===== config.mk =====
export PLATFORM = sky130hd
export DESIGN_NAME = mem_req_arbiter
export DESIGN_NICKNAME = d
export VERILOG_FILES = /design/src/rtl/mem_req_arbiter.sv
export SDC_FILE = /design/constraint.sdc
export NUM_CORES = 1
export LEC_CHECK = 0
export ABC_AREA = 1
export CORE_AREA = 2 2 167 169
export DETAILED_ROUTE_END_ITERATION = 8
export DIE_AREA = 0 0 169 171
export SYNTH_ARGS = -nofsm -noshare
export SYNTH_HDL_FRONTEND = slang
export SYNTH_SLANG_ARGS = --single-unit

===== constraint.sdc =====
create_clock -name CLK -period 2 [get_ports CLK]
set_input_delay 0.4 -clock CLK [delete_from_list [all_inputs] [get_ports CLK]]
set_output_delay 0.4 -clock CLK [all_outputs]
set_load 0.05 [all_outputs]

===== src/rtl/mem_req_arbiter.sv =====
// mem_req_arbiter: memory-side responder for the per-core cache request
// interface. Grants one instruction fetch, data read or data write at a time
// (data before instruction, round-robin between cores within a class) and
// drives the single-ported RAM. Each access takes an IDLE grant cycle plus
// one or more ACCESS cycles; the granted core sees its wait bit low for the
// single cycle in which the RAM reports ACCESS.
module mem_req_arbiter #(
  parameter int CPUS   = 2,
  parameter int WORD_W = 32
) (
  input  logic                   CLK,
  input  logic                   nRST,
  input  logic [CPUS-1:0]        iREN,
  input  logic [CPUS-1:0]        dREN,
  input  logic [CPUS-1:0]        dWEN,
  input  logic [CPUS*WORD_W-1:0] iaddr,
  input  logic [CPUS*WORD_W-1:0] daddr,
  input  logic [CPUS*WORD_W-1:0] dstore,
  output logic [CPUS-1:0]        iwait,
  output logic [CPUS-1:0]        dwait,
  output logic [CPUS*WORD_W-1:0] iload,
  output logic [CPUS*WORD_W-1:0] dload,
  output logic                   ramREN,
  output logic                   ramWEN,
  output logic [WORD_W-1:0]      ramaddr,
  output logic [WORD_W-1:0]      ramstore,
  input  logic [WORD_W-1:0]      ramload,
  input  logic [1:0]             ramstate
);

  localparam int PTR_W = (CPUS > 1) ? $clog2(CPUS) : 1;
  localparam logic [1:0] RAM_ACCESS = 2'd2;

  typedef enum logic {IDLE, ACCESS} state_t;
  typedef enum logic [1:0] {GT_IREAD, GT_DREAD, GT_DWRITE} gtype_t;

  state_t           state, state_nxt;
  gtype_t           gtype, gtype_nxt;
  logic [PTR_W-1:0] gcore, gcore_nxt;
  logic [PTR_W-1:0] ptr, ptr_nxt;

  logic             sel_found;
  logic [PTR_W-1:0] sel_core;
  gtype_t           sel_type;
  logic [PTR_W-1:0] idx;
  logic             req_live;

  logic [WORD_W-1:0] iaddr_a  [CPUS];
  logic [WORD_W-1:0] daddr_a  [CPUS];
  logic [WORD_W-1:0] dstore_a [CPUS];

  // Unpack the per-core buses so the granted core can be selected by index.
  for (genvar c = 0; c < CPUS; c++) begin : g_unpack
    assign iaddr_a[c]  = iaddr[c*WORD_W +: WORD_W];
    assign daddr_a[c]  = daddr[c*WORD_W +: WORD_W];
    assign dstore_a[c] = dstore[c*WORD_W +: WORD_W];
  end

  // Read data is broadcast; a core only trusts it while its wait bit is low.
  assign iload = {CPUS{ramload}};
  assign dload = {CPUS{ramload}};

  // Grant selection: scan cores from the round-robin pointer, data class first.
  always_comb begin
    sel_found = 1'b0;
    sel_core  = '0;
    sel_type  = GT_IREAD;
    idx       = '0;
    for (int k = 0; k < CPUS; k++) begin
      idx = (CPUS == 1) ? '0 : ptr + PTR_W'(k);
      if (!sel_found && (dREN[idx] || dWEN[idx])) begin
        sel_found = 1'b1;
        sel_core  = idx;
        sel_type  = dWEN[idx] ? GT_DWRITE : GT_DREAD;
      end
    end
    for (int k = 0; k < CPUS; k++) begin
      idx = (CPUS == 1) ? '0 : ptr + PTR_W'(k);
      if (!sel_found && iREN[idx]) begin
        sel_found = 1'b1;
        sel_core  = idx;
        sel_type  = GT_IREAD;
      end
    end
  end

  // Next state, RAM drive, completion/abort handling and pointer update.
  always_comb begin
    state_nxt = state;
    gtype_nxt = gtype;
    gcore_nxt = gcore;
    ptr_nxt   = ptr;
    iwait     = '1;
    dwait     = '1;
    ramREN    = 1'b0;
    ramWEN    = 1'b0;
    ramaddr   = '0;
    ramstore  = '0;
    req_live  = 1'b0;
    case (state)
      IDLE: begin
        if (sel_found) begin
          gcore_nxt = sel_core;
          gtype_nxt = sel_type;
          state_nxt = ACCESS;
        end
      end
      ACCESS: begin
        case (gtype)
          GT_DWRITE: req_live = dWEN[gcore];
          GT_DREAD:  req_live = dREN[gcore];
          default:   req_live = iREN[gcore];
        endcase
        if (!req_live) begin
          // Requester withdrew: drop the RAM access, no completion.
          state_nxt = IDLE;
        end else begin
          ramaddr  = (gtype == GT_IREAD) ? iaddr_a[gcore] : daddr_a[gcore];
          ramstore = dstore_a[gcore];
          ramWEN   = (gtype == GT_DWRITE);
          ramREN   = (gtype != GT_DWRITE);
          if (ramstate == RAM_ACCESS) begin
            state_nxt = IDLE;
            ptr_nxt   = (CPUS == 1) ? '0 : gcore + PTR_W'(1);
            if (gtype == GT_IREAD) iwait[gcore] = 1'b0;
            else                   dwait[gcore] = 1'b0;
          end
        end
      end
      default: state_nxt = IDLE;
    endcase
  end

  // State, grant and round-robin pointer registers.
  always_ff @(posedge CLK or negedge nRST) begin
    if (!nRST) begin
      state <= IDLE;
      gtype <= GT_IREAD;
      gcore <= '0;
      ptr   <= '0;
    end else begin
      state <= state_nxt;
      gtype <= gtype_nxt;
      gcore <= gcore_nxt;
      ptr   <= ptr_nxt;
    end
  end

endmodule

## Word level (Yosys, flattened, before mapping)

Index checks and enable logic that the tools add are counted.

| word-level totals | value |
|---|---|
| ROM bits | 0 |
| logic and storage cells | 96 |
| RAM bits | 0 |
| input bits | 234 |
| latch bits | 0 |
| memories kept | 0 |
| register bits after elaboration | 5 |

| operators by class | value |
|---|---|
| div/mod/pow operators | 0 |
| shift-type cells | 0 |
| reduce and logical (&&, ||, !) cells | 12 |
| add/sub/neg operators | 2 |
| mux-type cells | 66 |
| bitwise operators | 3 |
| multiply operators | 0 |
| order comparisons | 5 |
| equality and inequality tests | 4 |

Operator list:

| operator | number |
|---|---|
| 2-to-1 mux 32 bit | 14 |
| 2-to-1 mux 1 bit | 35 |
| 2-to-1 mux 2 bit | 14 |
| < comparator 1 x 2 -> 1 bit (second input constant) | 3 |
| equality test 2 bit (second input constant) | 2 |
| logical AND 1 bit | 4 |
| case mux 1 bit (2 select lines) | 2 |
| logical NOT 1 bit | 3 |
| AND reduction 3 bit | 1 |
| adder 1 bit (second input constant) | 2 |
| equality test 2 x 1 -> 1 bit (second input constant) | 1 |
| greater-or-equal comparator 2 bit (second input constant) | 1 |
| logical NOT 2 bit | 1 |
| logical OR 1 bit | 2 |
| inequality test 2 bit (second input constant) | 1 |
| inverter 1 -> 2 bit | 1 |
| inverter 2 bit | 1 |
| AND reduction 2 bit | 1 |
| demux 1 bit (select 1 bit) | 1 |
| greater-or-equal comparator 1 bit (second input constant) | 1 |
| inverter 1 bit | 1 |

## Depth between registers and ports, before layout

| logic depth | value |
|---|---|
| depth in word-level cells | 15 |
| depth in mapped cells | 10 |
| mapped depth without buffers | 9 |

## Worst setup path after synthesis

No wires, ideal clock.

| path | value |
|---|---|
| path type | reg-to-output |
| start | register gtype[0] |
| end | output ramstore[20] |
| slack | -0.410 ns |
| buffers on the path | 1 |
| cell stages (with the launch flop) | 7 |
| arrival | 2.010 ns |
| path through | dfrtp_1 inv_1 ha_1 o21ai_4 nand2_2 buf_2 a21oi_1 |

| on the way | value |
|---|---|
| longest elaborated chain between the ends | 5 |
| elaborated cells between the ends (all ways) | 6 |
| those cells by class | eq/ne (2); mux (4) |

Ends and longest elaborated chain:

| item | RTL line | RTL |
|---|---|---|
| from (decl) | 38 | `gtype_t gtype, gtype_nxt;` |
| from (signal assigned) | 143 | `gtype <= gtype_nxt;` |
| equality test 2 x 1 -> 1 bit / equality test 2 bit (equally long branches) | 109 | `case (gtype)` |
| case mux 1 bit (2 select lines) (*) | 109 |  |
| 2-to-1 mux 1 bit (*) | 100 | `case (state)` |
| 2-to-1 mux 32 bit (*) | 114 | `if (!req_live) begin` |
| 2-to-1 mux 32 bit (*) | 100 |  |
| to (decl) | 26 | `output logic [WORD_W-1:0] ramstore,` |

Every way passes the cells marked *; elsewhere a longest branch is shown, timed or not. The select of a mux whose other input is x is not followed.

## Worst setup path after layout

| path | value |
|---|---|
| start | register gtype[1] |
| end | output ramaddr[26] |

| on the way | value |
|---|---|
| longest elaborated chain between the ends | 5 |
| elaborated cells between the ends (all ways) | 8 |
| those cells by class | eq/ne (2); mux (5); reduce/logical (1) |

Ends and longest elaborated chain:

| item | RTL line | RTL |
|---|---|---|
| equality test 2 x 1 -> 1 bit / equality test 2 bit (equally long branches) | 109 |  |
| case mux 1 bit (2 select lines) | 109 |  |
| 2-to-1 mux 1 bit | 100 |  |
| 2-to-1 mux 32 bit (*) | 114 |  |
| 2-to-1 mux 32 bit (*) | 100 |  |
| to (decl) | 25 | `output logic [WORD_W-1:0] ramaddr,` |

Marked as above.

==> reports/metrics.yaml <==
dieArea_um2: 28900
antenna_found_initial: 0
ys_seq_area_share_pct: 4.03
arrival_ns: 1.96
die_y_um: 171
synth_top_cell_area_share_pct: 31.6
gp_congestion: 0.802
finalCriticalPeriod_ns: 2.36
io_buffers: 271
die_w_um: 169
drive_gt1_share_pct: 34.0
wirelength_um: 17200
netlist_instances: 536
hold_viol_final: 0
grt_pass1_vias: 4060
dpl.hpwl_um: 12600
fp-row-count: 61
grt.total_usage_pct: 10.3
peakVddDrop_mv: 0.703
synthAdderAreaFrac_pct: 2.01
yosysWarnings: 0
layoutNonFillerInstCount: 1066
core_um2: 27300
root_buffer: "clkbuf_16"
finalCritPeriodShare_pct: 118
synth.distinct_cells: 21
syn_nets: 775
synthTopCellsByArea: "buf_4 (32%), a21oi_2 (11%), nand2_1 (11%)"
antenna_cells: 0
clockBufferDepth: 2
finalSetupViolations: 70
wire_per_inst_um: 16.2
drtIter0Drc: 118
vias: 4036
htree_num_levels: 1
dr.pass1.iters: 4
reg2reg_slack_ns: 0.47
power_density_nw_per_um2: 1740
grt_pass1_wl_um: 23200
critPathLaunchType: "flop"
syn_to_final_growth_pct: 142
worst_clock_skew_ns: 0.000174
ios: 432
synth_top_family_by_area: "buffers and inverters"
cts_sinks: 5
via_per_inst: 3.79
setup_tns_ns: -21.66
drc: 0
initial_core_util_pct: 11.4
r2r-end: "ptr"
synth-xor-area-share_pct: 0
cp_max_fo: 5
max_freq_ghz: 0.424
critPathCaptureType: "output pin"
fin_ws_ns: -0.357
ys_seq_elements: 5
clk_pin_slew_ns: 0.03
nets: 960
postSynthAreaPerCell_um2: 5.80
violations: "setup timing"
overflow: 0
slew_headroom_pct: 74.0
crit_type: "flop to output pin"
grt_max_degree: 40
cts-buffers-inserted: 3
rsz0062_at_grt: "yes"
muxShareOfSynthArea_pct: 0
worstMarginPinSlew_ns: 0.391
yosys.area.top_type: "buf_4"
detailedPlace.worstSlack_ns: -0.435
status: "finished, violations left"
placed_cells: 1038
required_ns: 1.60
reg2reg_from: "gtype[1]"
cts_tree: "done"
hp-class: "primary input to asynchronous set/reset pin"
ff2ff_path_depth: 8
synthSimpleGateAreaFrac_pct: 27.1
synth_compound_area_share_pct: 27.8
syn_area_um2: 3110
power_leakage_nw: 2.77
clk_latency_ns: 0.23
slew_violations: 0
antenna_left: 0
drv_cap: 0
==> state kept, by name, summed over array words and instances (netlist names) <==
signal	cells
gcore	1
gtype	2
ptr	1
state	1
==> cells in the final DEF, fill, tap and decap left out, types with 8 or more instances in the layout <==
master,netlist,layout
a21oi_2,40,11
buf_6,5,8
buf_4,131,41
a21oi_4,0,64
buf_12,0,82
inv_1,15,11
clkdlybuf4s50_1,0,196
nand3_1,40,38
a21oi_1,57,22
o21ai_0,40,33
nor2_1,71,66
nand2_1,90,88
==> cell usage after synthesis <==
cell type,count
o21ai_0,40
nand4_1,4
a21oi_1,57
o21bai_1,1
inv_2,1
nand2_1,90
nand3_1,40
ha_1,5
o21ai_1,1
a21oi_2,40
buf_4,131
o21ai_4,1
buf_1,1
dfrtp_1,5
buf_2,10
nand2_2,1
nor2_1,71
inv_1,15
buf_6,5
nor2_2,1
clkbuf_1,16
==> logic make-up after synthesis <==
group / after synthesis
adders and majority gates: 5
AOI/OAI and AO/OA: 140
and+or+nand+nor: 207
DFF: 5
buffers and inverters: 179
==> worst max-delay path by stage <==
| stage | start | end | depth (start not counted) |
|---|---|---|---|
| final | gtype[1] | ramaddr[26] | 8 |
| after global routing | gtype[1] | ramaddr[26] | 11 |
| after CTS | gtype[0] | ramaddr[26] | 8 |
| after detailed placement | dREN[1] | ramstore[31] | 11 |
| after global placement | dREN[1] | ramaddr[4] | 11 |
| after floorplan | gtype[0] | ramaddr[17] | 7 |
==> through the flow <==
| step | util (%) | power [W] | hold WS [ns] | area [um2] |
|---|---|---|---|---|
| 2_1_floorplan | - | 0.00685 | 0.104 | 3660 |
| 3_3_place_gp | 25.0 | 0.0109 | 0.645 | 6830 |
| 3_5_place_dp | 25.0 | 0.0110 | 0.649 | 6830 |
| 4_1_cts | 26.7 | 0.0126 | 0.411 | 7310 |
| 5_1_grt | 27.6 | 0.0139 | 0.423 | 7530 |
| 6_report | 27.6 | 0.0131 | 0.400 | 7530 |
==> final cells by class <==
type	instances	area (um2)
fillers	2890	19800
repair buffers	343	4330
multi-input cells	352	2500
well taps	346	433
flip-flops and latches	5	126
clock buffers	4	78.8
inverters	16	67.6
==> per-layer routing <==
metal	vias up	routed length (um)	global-route usage (%)
li1	2001	-	-
met1	1818	7010	12.1
met2	189	8520	18.2
met3	28	1340	2.82
met4	0	368	3.12
met5	-	0	0
==> worst max-delay path, cell delays in order, from the launching register on <==
cell and delay (ns):
dfrtp_1 0.41, inv_4 0.12, ha_4 0.22, o21ai_4 0.23, nand2_8 0.10, buf_12 0.17
buf_16 0.15, a21oi_4 0.16, buf_12 0.16
==> power breakdown <==
group	leakage (nW)	switching, W	internal, W
registers	0.0597	0.0000947	0.000154
logic	2.67	0.00681	0.00574
clock network	0.0382	0.0000654	0.000264
==> timing repair <==
action,4_1_cts,5_1_grt
pin swaps,9,32
setup buffers,10,7
endpoints found under the setup margin,70,70
hold endpoints to repair,0,0
gates resized for setup,39,33
hold buffers,0,0
gates cloned,6,5
Power figures use the tool's default switching activity.
